**config.mk**
```make
export PLATFORM = sky130hd
export DESIGN_NAME = bus_decoder_fsm
export DESIGN_NICKNAME = d
export VERILOG_FILES = /design/src/rtl/bus_dec_pkg.sv /design/src/rtl/bus_dec_match.sv /design/src/rtl/bus_decoder_fsm.sv
export SDC_FILE = /design/constraint.sdc
export NUM_CORES = 1
export LEC_CHECK = 0
export ABC_AREA = 1
export BUFFER_PORTS_ARGS = -buffer_cell sky130_fd_sc_hd__buf_4
export CORE_AREA = 3 3 133 135
export DETAILED_ROUTE_END_ITERATION = 8
export DIE_AREA = 0 0 136 138
export PLACE_DENSITY = 0.79
export SLEW_MARGIN = 0
export SYNTH_ARGS = -nofsm -noshare
export SYNTH_HDL_FRONTEND = slang
export SYNTH_SLANG_ARGS = --single-unit
```
**constraint.sdc**
```tcl
create_clock -name clk -period 1.7 [get_ports clk]
set_input_delay 0.255 -clock clk [delete_from_list [all_inputs] [get_ports clk]]
set_output_delay 0.255 -clock clk [all_outputs]
set_load 0.01 [all_outputs]
```
**src/rtl/bus_dec_pkg.sv**
```systemverilog
// Shared types and default region map for the data-bus decoder.
// Slave indices double as bit positions in s_cs_n / s_ready.
package bus_dec_pkg;

    typedef enum logic [1:0] {IDLE, ACCESS, RESP, ERR} state_e;

    localparam int unsigned DMEM  = 0;
    localparam int unsigned TBMAN = 1;
    localparam int unsigned GPIO  = 2;
    localparam int unsigned TIMER = 3;
    localparam int unsigned UART  = 4;

    // Listed from slave 4 down to slave 0.
    localparam logic [159:0] DEF_BASE = {32'h8000_0000, 32'h8000_1000, 32'h8000_2000,
                                         32'h8000_F000, 32'h1000_0000};
    // DMEM mask ignores bit 29 so both 0x1xxx_xxxx and 0x3xxx_xxxx alias onto it.
    localparam logic [159:0] DEF_MASK = {{4{32'hFFFF_F000}}, 32'hD000_0000};

endpackage

```
**src/rtl/bus_dec_match.sv**
```systemverilog
// Combinational base/mask region compare with lowest-index-wins priority.
module bus_dec_match #(
    parameter int unsigned N_SLV = 5,
    parameter int unsigned AW = 32,
    parameter int unsigned SW = (N_SLV > 1) ? $clog2(N_SLV) : 1,
    parameter logic [N_SLV*AW-1:0] SLV_BASE = '0,
    parameter logic [N_SLV*AW-1:0] SLV_MASK = '0
) (
    input  logic [AW-1:0] addr,
    output logic          hit,
    output logic [SW-1:0] sel
);

    // Walk from the top so the lowest matching index is written last.
    always_comb begin
        hit = 1'b0;
        sel = '0;
        for (int i = int'(N_SLV) - 1; i >= 0; i--) begin
            if ((addr & SLV_MASK[i*AW +: AW]) == SLV_BASE[i*AW +: AW]) begin
                hit = 1'b1;
                sel = SW'(i);
            end
        end
    end

endmodule

```
**src/rtl/bus_decoder_fsm.sv**
```systemverilog
// Registered address decoder and response router between the MEM-stage port and the slaves.
// Unmapped or hung accesses complete with a bus error instead of stalling the core.
module bus_decoder_fsm
    import bus_dec_pkg::*;
#(
    parameter int unsigned N_SLV = 5,
    parameter int unsigned AW = 32,
    parameter int unsigned DW = 32,
    parameter int unsigned TIMEOUT = 255,
    parameter logic [N_SLV*AW-1:0] SLV_BASE = bus_dec_pkg::DEF_BASE,
    parameter logic [N_SLV*AW-1:0] SLV_MASK = bus_dec_pkg::DEF_MASK,
    parameter logic [DW-1:0] ERR_DATA = DW'(32'hDEAD_BEEF)
) (
    input  logic                clk,
    input  logic                reset_n,
    input  logic                m_req,
    input  logic [AW-1:0]       m_addr,
    input  logic                m_we,
    input  logic [DW-1:0]       m_wdata,
    input  logic [DW/8-1:0]     m_be,
    output logic                m_ready,
    output logic                m_err,
    output logic [DW-1:0]       m_rdata,
    output logic [N_SLV-1:0]    s_cs_n,
    output logic [AW-1:0]       s_addr,
    output logic                s_we,
    output logic [DW-1:0]       s_wdata,
    output logic [DW/8-1:0]     s_be,
    input  logic [N_SLV-1:0]    s_ready,
    input  logic [N_SLV*DW-1:0] s_rdata
);

    localparam int unsigned SW = (N_SLV > 1) ? $clog2(N_SLV) : 1;
    localparam int unsigned CW = $clog2(TIMEOUT + 1);

    state_e          state_q, state_d;
    logic [SW-1:0]   sel_q, sel_d, sel_m;
    logic [CW-1:0]   cnt_q, cnt_d;
    logic            hit;
    logic            capture;
    logic            sel_ready;
    logic [DW-1:0]   sel_rdata;
    logic [N_SLV-1:0] cs_n_d;
    logic            m_ready_d, m_err_d;
    logic [DW-1:0]   m_rdata_d;

    bus_dec_match #(
        .N_SLV   (N_SLV),
        .AW      (AW),
        .SW      (SW),
        .SLV_BASE(SLV_BASE),
        .SLV_MASK(SLV_MASK)
    ) u_match (
        .addr(m_addr),
        .hit (hit),
        .sel (sel_m)
    );

    assign capture   = (state_q == IDLE) && m_req;
    assign sel_ready = s_ready[sel_q];
    assign sel_rdata = s_rdata[int'(sel_q)*DW +: DW];

    always_ff @(posedge clk or negedge reset_n) begin
        if (!reset_n) begin
            state_q <= IDLE;
            sel_q   <= '0;
            cnt_q   <= '0;
            s_cs_n  <= '1;
            m_ready <= 1'b0;
            m_err   <= 1'b0;
            m_rdata <= '0;
            s_addr  <= '0;
            s_we    <= 1'b0;
            s_wdata <= '0;
            s_be    <= '0;
        end else begin
            state_q <= state_d;
            sel_q   <= sel_d;
            cnt_q   <= cnt_d;
            s_cs_n  <= cs_n_d;
            m_ready <= m_ready_d;
            m_err   <= m_err_d;
            m_rdata <= m_rdata_d;
            if (capture) begin
                s_addr  <= m_addr;
                s_we    <= m_we;
                s_wdata <= m_wdata;
                s_be    <= m_be;
            end
        end
    end

    always_comb begin
        state_d = state_q;
        sel_d   = sel_q;
        cnt_d   = cnt_q;
        unique case (state_q)
            IDLE: begin
                if (m_req) begin
                    state_d = hit ? ACCESS : ERR;
                    sel_d   = sel_m;
                    cnt_d   = '0;
                end
            end
            ACCESS: begin
                // A ready arriving on the last allowed cycle still completes normally.
                if (sel_ready) begin
                    state_d = RESP;
                end else if (cnt_q == CW'(TIMEOUT - 1)) begin
                    state_d = ERR;
                end else begin
                    cnt_d = cnt_q + CW'(1);
                end
            end
            RESP:    state_d = IDLE;
            ERR:     state_d = IDLE;
            default: state_d = IDLE;
        endcase
    end

    // Outputs are decoded from the next state so every port comes straight from a flop.
    always_comb begin
        cs_n_d    = '1;
        m_ready_d = 1'b0;
        m_err_d   = 1'b0;
        m_rdata_d = '0;
        unique case (state_d)
            ACCESS: cs_n_d[sel_d] = 1'b0;
            RESP: begin
                m_ready_d = 1'b1;
                m_rdata_d = s_we ? '0 : sel_rdata;
            end
            ERR: begin
                m_ready_d = 1'b1;
                m_err_d   = 1'b1;
                m_rdata_d = ERR_DATA;
            end
            default: ;
        endcase
    end

endmodule

```
==> impl_metrics.ini, run 1 <==
[setup_path]
slack_of_the_worst_reg_to_reg_path_ps = 50
worstSetupEndpoint = m_rdata[18]
reg2regPathDepth = 11
timing.critical_path.arrival_ps = 1950
rr_startpoint = sel_q[0]
worst_setup_path_end_kind = flop
timing_worst_setup_path_type = flop to flop
worst_setup_path_start_kind = flop
r2r-end = m_rdata[18]
worst_setup_path_startpoint = sel_q[0]
biggest_fanout_along_the_worst_timing_path = 6
worst_ep_required_time_ps = 1990

[sta]
fin_crit_sh_pct = 97.3
hold_viol_final = 0
slew_violations = 0
setup_repair_after_global_routing_missed_its_margin = true
relSlewSlack_pct = 69.7
fmaxAchievable_mhz = 605
worst_slew_pin_slew_ps = 455
finalWorstPathRequiredPeriod_ps = 1650
finalSetupTns_ps = 0
report.final.setup_viol = 0
fin_skew_ps = 9.92

[placement]
port_buffers = 344
place_area_sq_um = 9170
final_gp_congestion = 0.860
dpl.hpwl_um = 16900

[run_status]
status = finished, final reports clean

[routing]
drt_iter0_drc = 222
routed_vias_inst = 4.96
antenna_left = 0
post_drt_wl_per_cell_um = 16.0
dr.pass1.iters = 5
route.vias.total = 6827
total_routed_length_um = 22000
detail_route.drc_violations = 0

[finish]
stdcell_area_sq_um = 9880
syn_to_final_growth_pct = 58.9
finalNetCount = 1382
final_layout_size_suffix_gt1_share_pct = 40.6

[power]
vdd.ir_drop.worst_uv = 637
total_leakage_power_nw = 5.26
power_per_cell_area_nw_per_um2 = 707

[min_path]
timing.hold.worst_path_depth = 3
hold_path.class = input port to flop
hold_path.startpoint = m_addr[1]

[grt]
grt.busiest_layer = met2
grt_util_met1_pct = 24.5
first_pass_grt_wire_length_um = 33500
antenna_found_initial = 1
vias_in_the_first_global_route = 6887
met3_usage_in_global_routing_pct = 6.90
groute.usage.overall_pct = 22.5
met2_usage_pct = 39.7
maximum_number_of_pins_on_one_net_before_global_route_repair = 64
globalRoute.totalOverflow = 0

[floorplan]
row_count = 47
die_outline_area_sq_um = 18800
die_w_um = 136
dieHeight_um = 138
floorplan.core_area_sq_um = 16600
io_pins = 345
start_util_pct = 37.5

[synth]
yosysTopAreaCell = sky130_fd_sc_hd__dfrtp_1
yosys_most_used_dff = sky130_fd_sc_hd__dfrtp_1
area_fraction_of_the_dominant_cell_type_after_synthesis_pct = 46.7
yosys_warnings = 0
syn_area_sq_um = 6210
synth_edf_count = 0
top_cells_by_area_synth = sky130_fd_sc_hd__dfrtp_1 (47%), sky130_fd_sc_hd__nand2_1 (16%), sky130_fd_sc_hd__o21ai_0 (7.0%), sky130_fd_sc_hd__nor2_1 (5.4%), sky130_fd_sc_hd__o22ai_1 (3.2%)
postSynthCellCount = 794
synth.ff_latch_count = 121
ys_types = 36
synth.net_count = 1033
fraction_of_the_yosys_area_taken_by_sequential_cells_pct = 48.8
mean_instance_size_in_the_synthesized_netlist_sq_um = 7.83
synthArstFlopShare_pct = 100

[cts]
cts.clk_slew.worst_paths_ps = 60
htreeDepth = 4
cts.sinks = 121
cts_buffers = 17
tritoncts = built
cts.root.buffer_cell = sky130_fd_sc_hd__clkbuf_16
clk_latency_ps = 410
clk_path_buf_depth = 2

[run]
timing.max_cap.violations = 0
## worst max-delay path, stage by stage (launching register included)
cell	delay, ps
sky130_fd_sc_hd__dfrtp_2	480
sky130_fd_sc_hd__inv_2	90
sky130_fd_sc_hd__nand2_1	70
sky130_fd_sc_hd__nand3_2	70
sky130_fd_sc_hd__nand2_2	70
sky130_fd_sc_hd__nand2_4	80
sky130_fd_sc_hd__nand2_8	70
sky130_fd_sc_hd__o21ai_4	190
sky130_fd_sc_hd__nand2_4	90
sky130_fd_sc_hd__nand2_8	120
sky130_fd_sc_hd__clkbuf_16	160
sky130_fd_sc_hd__o21ai_2	40
## cell type report
cell class                      count  area [sq um]
Antenna cell                        1          2.50
Clock buffer                       19           443
Clock inverter                     13           144
Fill cell                        1479          6710
Inverter                           27           104
Multi-Input combinational cell    595          2860
Sequential cell                   121          3040
Tap cell                          220           275
Timing Repair Buffer              381          3010
## through the flow
step	utilization [%]	total power, mW	worst slack [ps]	instances	hold WS (ps)
5_1_grt	59.6	7.26	-35.3	1377	38.7
4_1_cts	58.9	7.07	22.9	1373	25.8
2_1_floorplan	-	3.00	228	794	-40.6
3_5_place_dp	55.3	3.51	-12.7	1340	230
6_report	59.6	6.98	46.4	1377	43.4
3_3_place_gp	55.3	3.50	12.6	1340	227
## synth_stat cells (all sizes together), types with 5 or more instances
cell	instances
nand2	284
dfrtp	116
o21ai	115
nor2	94
o22ai	32
clkbuf	27
inv	27
buf	24
a21oi	14
nand3	13
o211ai	12
nor3	9
a22oi	8
dfstp	5
xor2	5
## how the worst min path moves through the flow
| stage | to | slack, ps |
|---|---|---|
| 3_3_place_gp | s_wdata[6] | 230 |
| 4_1_cts | s_wdata[6] | 30 |
| 6_report | s_addr[1] | 40 |
| 3_5_place_dp | m_rdata[29] | 230 |
| 2_1_floorplan | cnt_q[0] | -40 |
| 5_1_grt | s_addr[5] | 40 |
## cell usage in the layout (no fill, tap or decap), drive strengths merged, types with 7 or more instances in the layout
master and n:
a21oi 14, a22oi 8, buf 378, clkbuf 21, clkinv 7, dfrtp 116, inv 30, nand2 284
nand3 13, nor2 94, nor3 9, o211ai 12, o21ai 115, o22ai 32
## routing by layer
layer,up-vias,routed length (um)
li1,3314,-
met1,3175,8350
met2,296,11100
met3,42,1900
met4,0,682
met5,-,0
## power breakdown
group	total, mW	internal [mW]	switching [mW]
registers	2.88	2.88	0
clock network	3.52	2.21	1.32
logic	0.577	0.390	0.187
## flip-flops by register name, indices dropped and copies added, names as in the netlist
name,cells
s_wdata,32
sel_q,3
s_we,1
s_be,4
state_q,2
m_err,1
cnt_q,8
m_ready,1
s_addr,32
s_cs_n,5
m_rdata,32
## timing repair
item / 4_1_cts / 5_1_grt
hold endpoints to repair: 20 / 0
setup endpoints to repair: 0 / 34
gates resized for setup: 0 / 14
setup buffers: 0 / 1
hold buffers: 1 / 0
## cell families after synthesis
logic type / after synthesis / synth area share [%]
flops: 121 / 48.8
xor+xnor: 6 / 0.846
fa+ha+maj: 2 / 0.403
buf+inv: 78 / 5.80
compound gates: 182 / 17.6
simple gates: 405 / 26.5
(Power assumes the default switching activity.)
==> run 2: changes to the inputs <==
--- a/config.mk
+++ b/config.mk
@@ -7,11 +7,12 @@
 export LEC_CHECK = 0
 export ABC_AREA = 1
 export BUFFER_PORTS_ARGS = -buffer_cell sky130_fd_sc_hd__buf_4
-export CORE_AREA = 3 3 133 135
+export CORE_AREA = 3 3 132 134
 export DETAILED_ROUTE_END_ITERATION = 8
-export DIE_AREA = 0 0 136 138
-export PLACE_DENSITY = 0.79
+export DIE_AREA = 0 0 135 137
+export PLACE_DENSITY = 0.82
 export SLEW_MARGIN = 0
 export SYNTH_ARGS = -nofsm -noshare
 export SYNTH_HDL_FRONTEND = slang
+export SYNTH_HIERARCHICAL = 1
 export SYNTH_SLANG_ARGS = --single-unit
==> impl_metrics.ini, run 2 <==
[run_status]
status = finished, final reports clean

[synth]
area_fraction_of_the_dominant_cell_type_after_synthesis_pct = 43.7
synth.net_count = 1077
ys_types = 32
yosysTopAreaCell = sky130_fd_sc_hd__dfrtp_1
synth_edf_count = 0
yosys_most_used_dff = sky130_fd_sc_hd__dfrtp_1
postSynthCellCount = 838
top_cells_by_area_synth = sky130_fd_sc_hd__dfrtp_1 (44%), sky130_fd_sc_hd__nand2_1 (13%), sky130_fd_sc_hd__mux2_2 (12%), sky130_fd_sc_hd__nor2_1 (7.2%), sky130_fd_sc_hd__nand3_1 (4.1%)
syn_area_sq_um = 6640
fraction_of_the_yosys_area_taken_by_sequential_cells_pct = 45.7
yosys_warnings = 6
yosys-top-cells-count = sky130_fd_sc_hd__nand2_1 (229), sky130_fd_sc_hd__nor2_1 (128), sky130_fd_sc_hd__dfrtp_1 (116)
mean_instance_size_in_the_synthesized_netlist_sq_um = 7.92
synthArstFlopShare_pct = 100
cell_with_the_most_instances_after_synthesis = sky130_fd_sc_hd__nand2_1
synth.ff_latch_count = 121

[finish]
mostFrequentLayoutCell = sky130_fd_sc_hd__buf_4
mostFrequentLayoutCells = sky130_fd_sc_hd__buf_4 (366), sky130_fd_sc_hd__nand2_1 (227), sky130_fd_sc_hd__nor2_1 (128)
finalNetCount = 1426
largest_registers = m_rdata x32, s_addr x32, s_wdata x32
seqCellArea_sq_um = 3040
syn_to_final_growth_pct = 53.4
final.fill_count = 1405
n_antenna_cell = 0
multiInputGateArea_sq_um = 3060
final_layout_size_suffix_gt1_share_pct = 42.3
stdcell_area_sq_um = 10200

[setup_path]
slowest_stage = sky130_fd_sc_hd__dfrtp_2
cp_cell_sequence = inv_2, buf_4, nand2_1, nand3_1, nand2_1, nand2_1, a21oi_1, nand2_1, nand2_1
reg2regPathDepth = 9
worst_ep_required_time_ps = 2000
timing_worst_setup_path_type = flop to flop
worst_path_dominant_cell_family = flip-flops
critical_path_depth = 9
worst_setup_path_end_kind = flop
biggest_fanout_along_the_worst_timing_path = 34
worst-path-buf-inv = 2
timing.critical_path.arrival_ps = 1920
worst_path_most_repeated_cell = sky130_fd_sc_hd__nand2_1
critical_path.max_stage_delay_ps = 490
worst_setup_path_start_kind = flop

[cts]
cts.sinks = 121
cts_buffers = 17
clk_latency_ps = 410
cts.root.buffer_cell = sky130_fd_sc_hd__clkbuf_16
clk_path_buf_depth = 2
cts.clk_slew.worst_paths_ps = 60
tritoncts = built
htreeDepth = 4

[placement]
port_buffers = 344
dpl.hpwl_um = 17100
final_gp_congestion = 0.855
place_area_sq_um = 9550
dp_slack_ps = -57.4

[sta]
report.final.setup_viol = 0
hold_viol_final = 0
fin_crit_sh_pct = 95.4
relSlewSlack_pct = 73.8
fin_skew_ps = 8.15
setup_ws_ps = 78.1
worst_slew_pin_slew_ps = 391
fmaxAchievable_mhz = 617
slew_violations = 0
setup_repair_after_global_routing_missed_its_margin = true
finalWorstPathRequiredPeriod_ps = 1620

[floorplan]
floorplan.core_area_sq_um = 16400
io_pins = 345
die_w_um = 135
die_outline_area_sq_um = 18500
row_count = 47
dieHeight_um = 137
start_util_pct = 40.4

[routing]
route.vias.total = 6909
routed_vias_inst = 4.87
drt_iter0_drc = 430
detail_route.drc_violations = 0
antenna_left = 0
dr.pass1.iters = 5
total_routed_length_um = 22200
post_drt_wl_per_cell_um = 15.6

[grt]
antenna_found_initial = 0
globalRoute.totalOverflow = 0
first_pass_grt_wire_length_um = 33700
groute.usage.overall_pct = 23.1
maximum_number_of_pins_on_one_net_before_global_route_repair = 58
vias_in_the_first_global_route = 6819

[min_path]
timing.hold.worst_path_depth = 2
hold_path.class = input port to flop

[power]
total_leakage_power_nw = 5.44
vdd.ir_drop.worst_uv = 989
power_per_cell_area_nw_per_um2 = 1440

[run]
timing.max_cap.violations = 0
[run 2: cell count changes in the layout (fill, tap and decap cells not counted), sizes merged, moves of 8 or more]
| cell | previous run | this run |
|---|---|---|
| mux2 | 0 | 68 |
| o211ai | 12 | 4 |
| nand2 | 284 | 233 |
| nand3 | 13 | 55 |
| o22ai | 32 | 0 |
| o21ai | 115 | 44 |
| nor2 | 94 | 133 |
| nand4 | 2 | 14 |
| a22oi | 8 | 0 |
| a21oi | 14 | 26 |
| inv | 30 | 82 |
[run 2: report_power, final]
| group | internal, mW | switching [mW] |
|---|---|---|
| Clock | 2.30 | 1.28 |
| Sequential | 4.10 | 0.609 |
| Combinational | 3.20 | 3.11 |
[run 2: worst register-to-register path, stage by stage (launching register included)]
cell and delay, ps:
sky130_fd_sc_hd__dfrtp_2 490, sky130_fd_sc_hd__inv_2 120, sky130_fd_sc_hd__buf_4 340, sky130_fd_sc_hd__nand2_1 110, sky130_fd_sc_hd__nand3_1 90, sky130_fd_sc_hd__nand2_1 60, sky130_fd_sc_hd__nand2_1 90, sky130_fd_sc_hd__a21oi_1 80
sky130_fd_sc_hd__nand2_1 80, sky130_fd_sc_hd__nand2_1 50
[run 2: cells by family after synthesis]
family / Yosys count / share of synthesized area, %
mux: 68 / 11.5
compound gates: 75 / 5.84
xor+xnor: 2 / 0.264
simple gates: 443 / 27.7
flops: 121 / 45.7
buf+inv: 127 / 8.58
fa+ha+maj: 2 / 0.377
[run 2: what timing repair did]
action                     4_1_cts  5_1_grt
hold endpoints to repair        82        0
setup buffers                    0        1
resized for setup                0        6
setup endpoints to repair        0       31
hold buffers                     1        0
[run 2: worst paths after layout]
check | slack (ps) | endpoint | from
setup / recovery | 80 | m_rdata[5] | sel_q[0]
hold / removal | 70 | s_be[3] | m_be[3]
setup reg to reg | 80 | m_rdata[5] | sel_q[0]
hold reg to reg | 500 | s_wdata[3] | s_wdata[3]
max in group asynchronous | 890 | sel_q[0] | reset_n
min in group asynchronous | 250 | s_addr[25] | reset_n
[run 2: stage by stage]
| step | utilization, % | TNS (ps) | power (mW) | instances | hold WS [ps] |
|---|---|---|---|---|---|
| floorplan | - | 0 | 7.79 | 838 | -40.6 |
| global placement | 58.2 | -1.92 | 10.9 | 1386 | 120 |
| detailed placement | 58.2 | -806 | 11.1 | 1386 | 121 |
| CTS | 61.9 | 0 | 14.7 | 1418 | 52.3 |
| global route | 62.1 | -34.5 | 15.5 | 1419 | 55.8 |
| finish | 62.1 | 0 | 14.6 | 1419 | 71.9 |
[run 2: layout make-up]
class / count / area share [%]
Clock inverter: 10 / 1.15
Timing Repair Buffer: 375 / 28.6
Tap cell: 220 / 2.70
Clock buffer: 21 / 4.72
Multi-Input combinational cell: 590 / 30.0
Inverter: 82 / 3.05
Sequential cell: 121 / 29.8
[run 2: metal layers]
metal / share of wire [%] / GRT usage [%] / up-vias / wire, um
met2: 52 / 41.5 / 293 / 11500
met4: 1.6 / 6.77 / 0 / 349
met5: 0 / 0 / - / 0
met3: 9.3 / 7.32 / 28 / 2050
li1: - / - / 3352 / -
met1: 37 / 26.4 / 3236 / 8250
